File: config.mk
export PLATFORM = sky130hd
export DESIGN_NAME = time_set_ctrl
export DESIGN_NICKNAME = d
export VERILOG_FILES = /design/src/rtl/time_set_ctrl.sv
export SDC_FILE = /design/constraint.sdc
export NUM_CORES = 1
export LEC_CHECK = 0
export BUFFER_PORTS_ARGS = -buffer_cell sky130_fd_sc_hd__buf_2
export CORE_ASPECT_RATIO = 0.6
export CORE_MARGIN = 1.5
export CORE_UTILIZATION = 43
export DETAILED_ROUTE_END_ITERATION = 10
export SYNTH_ARGS = -nofsm -noshare
export SYNTH_HDL_FRONTEND = slang
export SYNTH_SLANG_ARGS = --single-unit
File: constraint.sdc
create_clock -name CLK_50 -period 5.7 [get_ports CLK_50]
set_clock_uncertainty 0.15 [all_clocks]
set_input_delay 0.57 -clock CLK_50 [delete_from_list [all_inputs] [get_ports CLK_50]]
set_output_delay 0.57 -clock CLK_50 [all_outputs]
set_load 0.03 [all_outputs]
File: src/rtl/time_set_ctrl.sv
// Time-of-day controller: synchronises the divider clocks and keys, debounces the keys, runs the RUN/SET mode FSM and BCD hh:mm:ss.
// Build option: define SET_BLINK_EN to flash the field being set at the synced 1 Hz rate.
`timescale 1ns/1ps

module tsc_debounce #(
  parameter int unsigned DEBOUNCE_MS = 20
) (
  input  logic clk_i,
  input  logic rst_ni,
  input  logic smp_en_i,
  input  logic key_n_i,
  output logic press_o
);
  localparam logic [7:0] LAST = 8'(DEBOUNCE_MS - 1);

  logic       pressed;
  logic       stable_q, armed_q, press_q;
  logic [7:0] cnt_q;

  assign pressed = ~key_n_i;
  assign press_o = press_q;

  // armed_q stays low until the key has been seen released, so a key held through reset never fires
  always_ff @(posedge clk_i or negedge rst_ni) begin
    if (!rst_ni) begin
      stable_q <= 1'b0;
      armed_q  <= 1'b0;
      press_q  <= 1'b0;
      cnt_q    <= 8'd0;
    end else begin
      press_q <= 1'b0;
      if (smp_en_i) begin
        if (pressed != stable_q) begin
          if (cnt_q == LAST) begin
            stable_q <= pressed;
            cnt_q    <= 8'd0;
            press_q  <= pressed & armed_q;
          end else begin
            cnt_q <= cnt_q + 8'd1;
          end
        end else begin
          cnt_q <= 8'd0;
        end
        if (!pressed) armed_q <= 1'b1;
      end
    end
  end
endmodule

module time_set_ctrl #(
  parameter int unsigned DEBOUNCE_MS = 20
) (
  input  logic       CLK_50,
  input  logic       nRST,
  input  logic       clk_1khz_in,
  input  logic       clk_1hz_in,
  input  logic       key_mode_n,
  input  logic       key_inc_n,
  output logic [7:0] hour_bcd,
  output logic [7:0] min_bcd,
  output logic [7:0] sec_bcd,
  output logic [1:0] mode,
  output logic [2:0] blink_mask,
  output logic       sec_tick,
  output logic       day_carry
);
  typedef enum logic [1:0] {RUN = 2'd0, SET_HOUR = 2'd1, SET_MIN = 2'd2, SET_SEC = 2'd3} mode_e;

  // sync lanes: [3] inc key, [2] mode key, [1] 1 Hz, [0] 1 kHz
  localparam logic [3:0] SYNC_RST = 4'b1100;

  logic [3:0] sync1_q, sync2_q;
  logic [1:0] prev_q;
  logic       ms_en, s_en, hz_lvl;
  logic [1:0] press;
  logic       mode_p, inc_p;

  always_ff @(posedge CLK_50 or negedge nRST) begin
    if (!nRST) begin
      sync1_q <= SYNC_RST;
      sync2_q <= SYNC_RST;
      prev_q  <= 2'b00;
    end else begin
      sync1_q <= {key_inc_n, key_mode_n, clk_1hz_in, clk_1khz_in};
      sync2_q <= sync1_q;
      prev_q  <= sync2_q[1:0];
    end
  end

  assign ms_en  = sync2_q[0] & ~prev_q[0];
  assign s_en   = sync2_q[1] & ~prev_q[1];
  assign hz_lvl = sync2_q[1];

  tsc_debounce #(.DEBOUNCE_MS(DEBOUNCE_MS)) u_db [1:0] (
    .clk_i    (CLK_50),
    .rst_ni   (nRST),
    .smp_en_i (ms_en),
    .key_n_i  (sync2_q[3:2]),
    .press_o  (press)
  );

  assign mode_p = press[0];
  assign inc_p  = press[1] & ~press[0];

  function automatic logic [7:0] bcd_inc(input logic [7:0] v, input logic [7:0] top);
    if (v == top)          return 8'h00;
    else if (v[3:0] == 4'd9) return {v[7:4] + 4'd1, 4'd0};
    else                   return {v[7:4], v[3:0] + 4'd1};
  endfunction

  mode_e      mode_q, mode_d;
  logic [7:0] hour_q, hour_d, min_q, min_d, sec_q, sec_d;
  logic       tick_q, tick_d, carry_q, carry_d;
  logic [2:0] blink_q, blink_d;

  // the action is chosen by the current mode; a mode press only changes what happens next cycle
  always_comb begin
    mode_d  = mode_q;
    hour_d  = hour_q;
    min_d   = min_q;
    sec_d   = sec_q;
    tick_d  = 1'b0;
    carry_d = 1'b0;
    case (mode_q)
      RUN: if (s_en) begin
        tick_d = 1'b1;
        sec_d  = bcd_inc(sec_q, 8'h59);
        if (sec_q == 8'h59) begin
          min_d = bcd_inc(min_q, 8'h59);
          if (min_q == 8'h59) begin
            hour_d  = bcd_inc(hour_q, 8'h23);
            carry_d = (hour_q == 8'h23);
          end
        end
      end
      SET_HOUR: if (inc_p) hour_d = bcd_inc(hour_q, 8'h23);
      SET_MIN:  if (inc_p) min_d  = bcd_inc(min_q, 8'h59);
      SET_SEC:  if (inc_p) sec_d  = 8'h00;
      default: ;
    endcase
    if (mode_p) mode_d = mode_e'(2'(mode_q + 2'd1));

    blink_d = 3'b000;
`ifdef SET_BLINK_EN
    case (mode_d)
      SET_HOUR: blink_d[2] = hz_lvl;
      SET_MIN:  blink_d[1] = hz_lvl;
      SET_SEC:  blink_d[0] = hz_lvl;
      default: ;
    endcase
`else
    blink_d = {3{1'b0 & hz_lvl}};
`endif
  end

  always_ff @(posedge CLK_50 or negedge nRST) begin
    if (!nRST) begin
      mode_q  <= RUN;
      hour_q  <= 8'h00;
      min_q   <= 8'h00;
      sec_q   <= 8'h00;
      tick_q  <= 1'b0;
      carry_q <= 1'b0;
      blink_q <= 3'b000;
    end else begin
      mode_q  <= mode_d;
      hour_q  <= hour_d;
      min_q   <= min_d;
      sec_q   <= sec_d;
      tick_q  <= tick_d;
      carry_q <= carry_d;
      blink_q <= blink_d;
    end
  end

  assign hour_bcd   = hour_q;
  assign min_bcd    = min_q;
  assign sec_bcd    = sec_q;
  assign mode       = mode_q;
  assign blink_mask = blink_q;
  assign sec_tick   = tick_q;
  assign day_carry  = carry_q;
endmodule

==> results by group, run 1 <==
Worst setup path
  – Startpoint types: flip-flop
  – Flop2flop setup slack: 3310 ps
  – Crit path max fanout: 11
  – Worst R2R Start: mode[0]
  – CP Cell Sequence: inv_1 -> ha_1 -> nor2b_1 -> o22ai_1 -> or4b_2 -> mux2i_1
  – Crit path launch: mode[0]
  – Setup CP Type: flip-flop to flip-flop
  – Crit. End Element: flip-flop
  – CP peak stage delay: 670 ps
  – Worst path required time: 5780 ps
  – Cell depth of the worst flop-to-flop path: 6
  – Critical path arrival: 2480 ps
  – RR Endpoint: sec_bcd[6]
  – CP max stage cell: or4b_2
  – Worst Setup EP: sec_bcd[6]

Power
  – Power density over the cells: 352 nW/um^2
  – VDD IR-drop max: 0.198 mV
  – Lkg Pwr: 1.71 nW
  – Tot Pwr: 1.27 mW

GRT
  – Largest net degree at the start of global routing: 61
  – Total gr overflow: 0
  – GRT Total Usage: 0.168
  – Vias in the first global route: 2,009
  – First-pass GRT wire length: 9960 um
  – Antenna violations before repair: 0

Flow run
  – Max-cap violations: 0

Floorplan
  – Die W: 111 um
  – Core ar.: 6730 um^2
  – Initial core utilization: 0.450
  – Die Y: 68.0 um
  – Die ar.: 7580 um^2
  – Placement Rows: 23
  – Ports: 37

Clock network
  – Post-CTS Hold Fix Bufs: 0
  – CTS H-tree lvls: 3
  – CTS Root Cell: clkbuf_16
  – CTS tree: built
  – # clock sinks: 60
  – Max Root-Sink Buffers: 2
  – Clock Latency Late Sink: 320 ps
  – Post-CTS sizing: 0
  – TritonCTS Buffers: 9
  – Post-CTS setup buffer count: 0
  – CTS clk-pin slew, worst paths: 50 ps

Layout
  – Nets@finish: 344
  – Finished Core Util: 0.538
  – N_diodes: 0
  – Fillers: 599
  – Ratio of cells with drive above 1 in the final layout: 0.203
  – Register area: 1510 um^2
  – Multi-input gate area: 1430 um^2
  – Layout area overhead: 19.6%

Timing
  – Final Cycle Share: 0.420
  – Hold Slack: 196 ps
  – Tmin final: 2390 ps
  – Final Hold Fails: 0
  – Slew Viols, Final: 0
  – Slew @ Worst Pin: 743 ps
  – Final setup violation count: 0
  – FMAX: 418 MHz
  – RSZ-0062 raised after global routing: no
  – Setup tns final: 0 ps
  – Worst rel slew slack: 0.490

Synth
  – Most common cell in the synthesized netlist: dfrtp_1
  – Most used DFF post-synth: dfrtp_1
  – Ys Warns: 0
  – Synth top area share: 0.462
  – Syn Area/Cell: 10.8 um^2
  – Register area share after synthesis: 0.497
  – Netlist cell types: 47
  – Largest cells by area after synthesis: dfrtp_1 (46%), ha_1 (7.4%), dfstp_2 (3.5%), xor2_1 (3.2%), nor2_1 (2.8%)
  – Ys async rst share: 1.00
  – Cell area after synthesis: 3030 um^2
  – Mapped Cells: 282
  – #FFs+latches synth: 60
  – Post-synth EDFFs: 0
  – Synth area leader: dfrtp_1
  – List of most frequent post-synthesis cells: dfrtp_1 (56), nor2_1 (23), ha_1 (18)

Placed design
  – Post-DP HPWL: 4040 um
  – Number of port buffers: 33
  – GPL Wtd Cong: 0.755

Route
  – Uppermost layer routed: met4
  – WL per Instance: 14.1 um
  – DRC errors left: 0
  – WL final: 5790 um
  – Antenna viol nets, final: 0
  – Initial DRC count: 65
  – Met1 wire length: 3230 um
  – Total number of vias: 2,158
  – Wire length on met2: 2250 um
  – 1st-pass router iterations: 4
  – Vias per Instance: 5.24
  – DR WL met3: 230 um

Run status
  – Status: finished, final reports clean

Min path
  – Worst hold path type: flip-flop to flip-flop
[logic make-up after synthesis]
| kind of cell | share of synthesized area |
|---|---|
| compound gates | 0.113 |
| xor+xnor | 0.0491 |
| fa+ha+maj | 0.0743 |
| buf+inv | 0.0326 |
| flops | 0.497 |
| mux | 0.0285 |
| other cells | 0.00124 |
| simple gates | 0.205 |
[metrics by stage]
step	instances	cell area (um^2)	worst slack [ps]
2_1_floorplan	284	3040	3450
3_3_place_gp	396	3270	3470
3_5_place_dp	396	3270	3350
4_1_cts	412	3630	3270
5_1_grt	412	3630	3100
6_report	412	3630	3310
[layout by cell type, fill, tap and decap left out, types with 5 or more instances in the layout]
master      n
dfrtp_1    56
clkbuf_16   9
nand3_1     9
xnor2_1     6
inv_1      14
mux2_2      5
ha_1       18
and3b_1     5
nor2b_1     8
nand2_1    17
nand4_1     7
nor3_1      7
buf_2      33
o21ai_0    12
o31ai_1    10
a21o_1      6
nor2_1     23
a21oi_1     6
xor2_1     11
[critical path: cells and delay by family (launching register included)]
kind	cells	cell delay, ps
AOI/OAI and AO/OA	1	230
adders and majority gates	1	370
buffers and inverters	1	110
DFF	1	440
muxes	1	160
and+or+nand+nor	2	850
[state kept, by name (all words and copies together) (netlist names)]
name and count:
day_carry 1, hour_bcd 8, min_bcd 8, mode 2
prev_q 2, sec_bcd 8, sec_tick 1, sync1_q 4
sync2_q 4, u_db.armed_q 2, u_db.cnt_q 16, u_db.press_o 2
u_db.stable_q 2
[where the power goes]
group	total (mW)	internal (mW)	leakage, nW	switching, mW
clock network	0.627	0.450	0.173	0.177
logic	0.145	0.0538	0.749	0.0913
registers	0.503	0.461	0.788	0.0423
total	1.27	0.964	1.71	0.311
[how the worst min path moves through the flow]
| stage | cells past startpoint | start | end |
|---|---|---|---|
| after floorplan | 0 | nRST | day_carry |
| after global placement | 0 | sync1_q[1] | sync2_q[1] |
| after detailed placement | 0 | sync1_q[0] | sync2_q[0] |
| after CTS | 1 | key_inc_n | sync1_q[3] |
| after global routing | 1 | key_mode_n | sync1_q[2] |
| final | 0 | sync1_q[1] | sync2_q[1] |
[area by class of cell]
| class | instances | area share |
|---|---|---|
| flip-flops and latches | 60 | 0.415 |
| multi-input cells | 201 | 0.395 |
| clock buffers | 12 | 0.0707 |
| repair buffers | 34 | 0.0476 |
| well taps | 87 | 0.0300 |
| clock inverters | 4 | 0.0262 |
| inverters | 14 | 0.0145 |
[layer usage]
layer,up-vias,GRT usage
met5,-,0
met4,0,0.0617
met3,9,0.0523
met2,31,0.241
met1,1035,0.240
li1,1083,-
Note: power is estimated with default switching activity, not from simulation.
==> run 2: changes to the inputs <==
==> constraint.sdc (replaced) <==
create_clock -name CLK_50 -period 2.1 [get_ports CLK_50]
set_clock_uncertainty 0.15 [all_clocks]
set_input_delay 0.21 -clock CLK_50 [delete_from_list [all_inputs] [get_ports CLK_50]]
set_output_delay 0.21 -clock CLK_50 [all_outputs]
set_load 0.03 [all_outputs]
==> run 2 against run 1 <==
First-iteration DRC count increased by 48%. Critical endpoint is now min_bcd[7]. Setup slack worse by 3200 ps. Utilization rose by 2.8 points. Largest cell class unchanged. Power increased by 150%. Clock power grew 110%.
==> results by group, run 2 (same netlist as run 1, synthesis figures left out) <==
Run status
  – Status: finished, final reports clean

Placed design
  – DP Cell Count: 414
  – Number of port buffers: 33
  – Placement Setup Slack: -11.1 ps
  – Post-DP HPWL: 4390 um
  – GPL Wtd Cong: 0.828

Worst setup path
  – Worst R2R Start: sec_bcd[1]
  – CP Cell Sequence: inv_1 -> ha_1 -> and4b_4 -> a31oi_4 -> nor4_2 -> mux2_2
  – Critical path arrival: 2100 ps
  – Worst Path Buf+Inv: 1
  – RR Endpoint: min_bcd[7]
  – CP max stage cell: dfrtp_2
  – Crit path max fanout: 8
  – CP peak stage delay: 390 ps
  – Worst path required time: 2160 ps
  – Startpoint types: flip-flop
  – Setup CP Type: flip-flop to flip-flop
  – Cell depth of the worst flop-to-flop path: 6
  – Crit. End Element: flip-flop
  – Flop2flop setup slack: 60 ps
  – Worst path top cell family by delay: simple AND/OR/NAND/NOR gates

Route
  – 1st-pass router iterations: 4
  – Uppermost layer routed: met4
  – Vias per Instance: 5.19
  – Antenna viol nets, final: 0
  – Met1 wire length: 3350 um
  – Wire length on met2: 2400 um
  – DR WL met3: 275 um
  – Total number of vias: 2,257
  – DRC errors left: 0
  – Initial DRC count: 96
  – WL final: 6050 um
  – WL per Instance: 13.9 um

GRT
  – First-pass GRT wire length: 10,200 um
  – Total gr overflow: 0
  – GRT Total Usage: 0.178
  – Antenna violations before repair: 0
  – Vias in the first global route: 2,063
  – Largest net degree at the start of global routing: 61

Clock network
  – TritonCTS Buffers: 9
  – # clock sinks: 60
  – CTS clk-pin slew, worst paths: 50 ps
  – Clock Latency Late Sink: 330 ps
  – Max Root-Sink Buffers: 2
  – CTS Root Cell: clkbuf_16
  – Post-CTS setup buffer count: 0
  – CTS H-tree lvls: 3
  – CTS tree: built

Floorplan
  – Core ar.: 6730 um^2
  – Die ar.: 7580 um^2
  – Placement Rows: 23
  – Die W: 111 um
  – Die Y: 68.0 um
  – Ports: 37
  – Initial core utilization: 0.450

Timing
  – Final Cycle Share: 0.969
  – Final WS setup: 64.2 ps
  – RSZ-0062 raised after global routing: yes
  – Worst rel slew slack: 0.572
  – Hold Slack: 197 ps
  – Tmin final: 2040 ps
  – Final setup violation count: 0
  – FMAX: 491 MHz
  – Slew Viols, Final: 0
  – Slew @ Worst Pin: 641 ps
  – Final Hold Fails: 0

Power
  – VDD IR-drop max: 0.675 mV
  – Clk network pwr share: 0.422
  – Net Switching: 896 uW
  – Lkg Pwr: 1.79 nW
  – Combinational Power Share: 0.157
  – Power density over the cells: 834 nW/um^2
  – Switch share: 0.282
  – Tot Pwr: 3.18 mW
  – Seq pwr share: 0.420
  – Power Internal: 2.28 mW

Min path
  – WHS Path Cells: 0
  – Hold Crit Start: sync1_q[0]
  – Worst hold path type: flip-flop to flip-flop
  – Hold worst-path end: sync2_q[0]

Layout
  – Layout area overhead: 25.8%
  – Fin cells: 435
  – Ratio of cells with drive above 1 in the final layout: 0.302
  – Commonest non-fill, non-tap cell in the layout: dfrtp_1
  – Finished Core Util: 0.566
  – Nets@finish: 367
  – Most flop-heavy register: u_db.cnt_q
  – Largest register FFs: 16
  – N_diodes: 0
  – Most frequent cells in the layout: dfrtp_1 (46), buf_2 (33), nor2_1 (23), buf_4 (18)

Flow run
  – Max-cap violations: 0
==> run 2: final cells by class <==
cell class / instances / area (um^2)
Inverter: 14 / 52.6
Clock buffer: 10 / 239
Clock inverter: 6 / 38.8
Multi-Input combinational cell: 201 / 1480
Timing Repair Buffer: 57 / 370
Sequential cell: 60 / 1520
Tap cell: 87 / 109
Fill cell: 595 / 2920
==> run 2: through the flow <==
stage	TNS, ps	area [um^2]
floorplan	0	3060
global placement	0	3440
detailed placement	-11.1	3440
CTS	0	3770
global route	-55.5	3810
finish	0	3810
==> run 2: power by group through the flow <==
stage / logic [mW] / clock network (mW) / registers (mW)
finish: 0.500 / 1.34 / 1.34
CTS: 0.498 / 1.39 / 1.34
floorplan: 0.205 / 0 / 1.44
global placement: 0.490 / 0 / 1.35
global route: 0.557 / 1.45 / 1.35
detailed placement: 0.491 / 0 / 1.36
==> run 2: how the worst max path moves through the flow <==
stage	cells past startpoint	slack (ps)	startpoint	end
after floorplan	8	20	mode[0]	sec_bcd[3]
after global placement	7	70	mode[0]	min_bcd[3]
after detailed placement	7	-10	mode[0]	min_bcd[3]
after CTS	7	3	mode[0]	min_bcd[7]
after global routing	6	-60	sec_bcd[5]	min_bcd[7]
final	6	60	sec_bcd[1]	min_bcd[7]
==> run 2: repair_timing <==
item | CTS | global route
pin swaps | 0 | 0
hold endpoints to repair | 60 | 0
resized for setup | 1 | 11
hold buffers | 5 | 0
endpoints found under the setup margin | 1 | 17
==> run 2: routing by layer <==
metal | vias to the layer above | GRT usage
met2 | 43 | 0.231
li1 | 1126 | -
met5 | - | 0
met4 | 0 | 0.0554
met1 | 1086 | 0.259
met3 | 2 | 0.0806
==> run 3: changes to the inputs <==
--- a/config.mk
+++ b/config.mk
@@ -10,6 +10,7 @@
 export CORE_MARGIN = 1.5
 export CORE_UTILIZATION = 43
 export DETAILED_ROUTE_END_ITERATION = 10
+export REMOVE_ABC_BUFFERS = 1
 export SYNTH_ARGS = -nofsm -noshare
 export SYNTH_HDL_FRONTEND = slang
 export SYNTH_SLANG_ARGS = --single-unit
==> constraint.sdc (replaced) <==
create_clock -name CLK_50 -period 2.27 [get_ports CLK_50]
set_clock_uncertainty 0.15 [all_clocks]
set_input_delay 0.227 -clock CLK_50 [delete_from_list [all_inputs] [get_ports CLK_50]]
set_output_delay 0.227 -clock CLK_50 [all_outputs]
set_load 0.03 [all_outputs]
==> run 3 against run 2 <==
Routed wire length is 1.7% higher. Final cell count shrank 2.1%. Setup slack improved by 39 ps. Fmax decreased by 6.0%. Sequential cell count unchanged. Clock power down 10%. Register-to-register slack better by 40 ps. First-iteration DRC count rose by 9.4%. Largest power group unchanged. Count of clock-buffer cells in the layout rose by 1. Design area is 3.5% lower. Hold slack improved by 6.0 ps.
==> results by group, run 3 (same netlist as run 1, synthesis figures left out) <==
Run status
  – Status: finished, final reports clean

Floorplan
  – Ports: 37
  – Die W: 111 um
  – Core ar.: 6730 um^2
  – Die Y: 68.0 um
  – Placement Rows: 23
  – Die ar.: 7580 um^2
  – Initial core utilization: 0.450

Route
  – Antenna viol nets, final: 0
  – Total number of vias: 2,236
  – Vias per Instance: 5.25
  – 1st-pass router iterations: 4
  – WL per Instance: 14.5 um
  – Initial DRC count: 105
  – DRC errors left: 0
  – WL final: 6160 um

Layout
  – N_diodes: 0
  – Register area: 1510 um^2
  – Layout area overhead: 21.3%
  – Most flop-heavy register: u_db.cnt_q
  – Multi-input gate area: 1440 um^2
  – Commonest non-fill, non-tap cell in the layout: dfrtp_1
  – Design Area, Final: 3680 um^2
  – Most frequent cells in the layout: dfrtp_1 (56), buf_2 (33), nor2_1 (23), nand2_1 (17), ha_1 (17)
  – Nets@finish: 358
  – Ratio of cells with drive above 1 in the final layout: 0.230
  – Largest register FFs: 16
  – Fillers: 602
  – Fin cells: 426

Placed design
  – GPL Wtd Cong: 0.790
  – Placed cell area: 3350 um^2
  – Number of port buffers: 33
  – DP Cell Count: 405
  – Placement Setup Slack: 110 ps
  – Post-DP HPWL: 4310 um

Timing
  – Final WS setup: 104 ps
  – Tmin final: 2170 ps
  – FMAX: 462 MHz
  – Final Hold Fails: 0
  – Hold Slack: 203 ps
  – Slew @ Worst Pin: 538 ps
  – RSZ-0062 raised after global routing: no
  – Final setup violation count: 0
  – Slew Viols, Final: 0
  – Worst rel slew slack: 0.641
  – Final Cycle Share: 0.954

Power
  – VDD IR-drop max: 0.525 mV
  – Power density over the cells: 771 nW/um^2
  – Lkg Pwr: 1.74 nW

Worst setup path
  – Crit path launch: min_bcd[0]
  – RR Endpoint: hour_bcd[0]
  – Setup CP Type: flip-flop to flip-flop
  – Worst path required time: 2330 ps
  – Crit path max fanout: 10
  – Crit. End Element: flip-flop
  – Startpoint types: flip-flop
  – Cell depth of the worst flop-to-flop path: 5
  – Critical path arrival: 2230 ps
  – Worst R2R Start: min_bcd[0]
  – Flop2flop setup slack: 100 ps
  – Worst Setup EP: hour_bcd[0]

GRT
  – First-pass GRT wire length: 10,200 um
  – Vias in the first global route: 2,037
  – Total gr overflow: 0
  – Antenna violations before repair: 0
  – Largest net degree at the start of global routing: 61
  – GRT Total Usage: 0.177

Clock network
  – CTS tree: built
  – CTS H-tree lvls: 3
  – Max Root-Sink Buffers: 2
  – CTS Root Cell: clkbuf_16
  – Clock Latency Late Sink: 330 ps
  – TritonCTS Buffers: 9
  – Post-CTS setup buffer count: 0
  – CTS clk-pin slew, worst paths: 50 ps
  – # clock sinks: 60

Flow run
  – Max-cap violations: 0

Min path
  – Worst hold path type: flip-flop to flip-flop
-- run 3: changes by cell type in the layout (fill, tap and decap cells not counted), moves of 2 or more --
| cell | before | now |
|---|---|---|
| buf_4 | 18 | 9 |
| clkbuf_1 | 0 | 2 |
| dfrtp_1 | 46 | 56 |
| dfrtp_2 | 10 | 0 |
| nor4b_1 | 1 | 3 |
| nor4b_2 | 2 | 0 |
| o21ai_0 | 10 | 12 |
| o21ai_1 | 2 | 0 |
-- run 3: repair_timing --
action / CTS / global route
endpoints found under the hold margin: 60 / 0
gates resized for setup: 0 / 4
hold buffers: 5 / 0
setup endpoints to repair: 0 / 4
-- run 3: where the power goes --
part / leakage (nW) / internal (mW) / total [mW] / switching, mW
registers: 0.788 / 1.16 / 1.26 / 0.109
clock network: 0.125 / 0.731 / 1.20 / 0.464
logic: 0.825 / 0.147 / 0.377 / 0.230
total: 1.74 / 2.03 / 2.84 / 0.803
-- run 3: worst min-delay path by stage --
stage	from	to	slack, ps	cells past startpoint
after floorplan	nRST	day_carry	-220	0
after global placement	nRST	hour_bcd[4]	110	2
after detailed placement	nRST	hour_bcd[5]	110	2
after CTS	sync1_q[3]	sync2_q[3]	210	0
after global routing	sync1_q[0]	sync2_q[0]	210	0
final	sync1_q[0]	sync2_q[0]	200	0
-- run 3: through the flow --
step | setup TNS (ps) | utilization | total power, mW
6_report | 0 | 0.546 | 2.84
5_1_grt | 0 | 0.546 | 2.99
4_1_cts | 0 | 0.545 | 2.88
3_5_place_dp | 0 | 0.498 | 1.65
3_3_place_gp | 0 | 0.498 | 1.65
2_1_floorplan | -7.63 | - | 1.51
-- run 3: worst max-delay path: stages, from the launching register on --
cell and delay, ps:
dfrtp_1 440, ha_1 260, and3b_2 270, a41oi_4 370, or2_2 220, mux2_2 330
-- run 3: area by class of cell --
type                    count  share of cell area
flip-flops and latches     60               0.410
multi-input cells         201               0.393
repair buffers             48              0.0823
clock buffers              11              0.0633
well taps                  87              0.0296
inverters                  14              0.0143
clock inverters             5             0.00817
-- run 3: layer usage --
layer  vias to the layer above  track usage  part of all wire
met5                         -            0                 0
met4                         0       0.0918             0.017
met3                         9       0.0593             0.052
met2                        58        0.234              0.39
met1                      1062        0.254              0.54
li1                       1107            -                 -
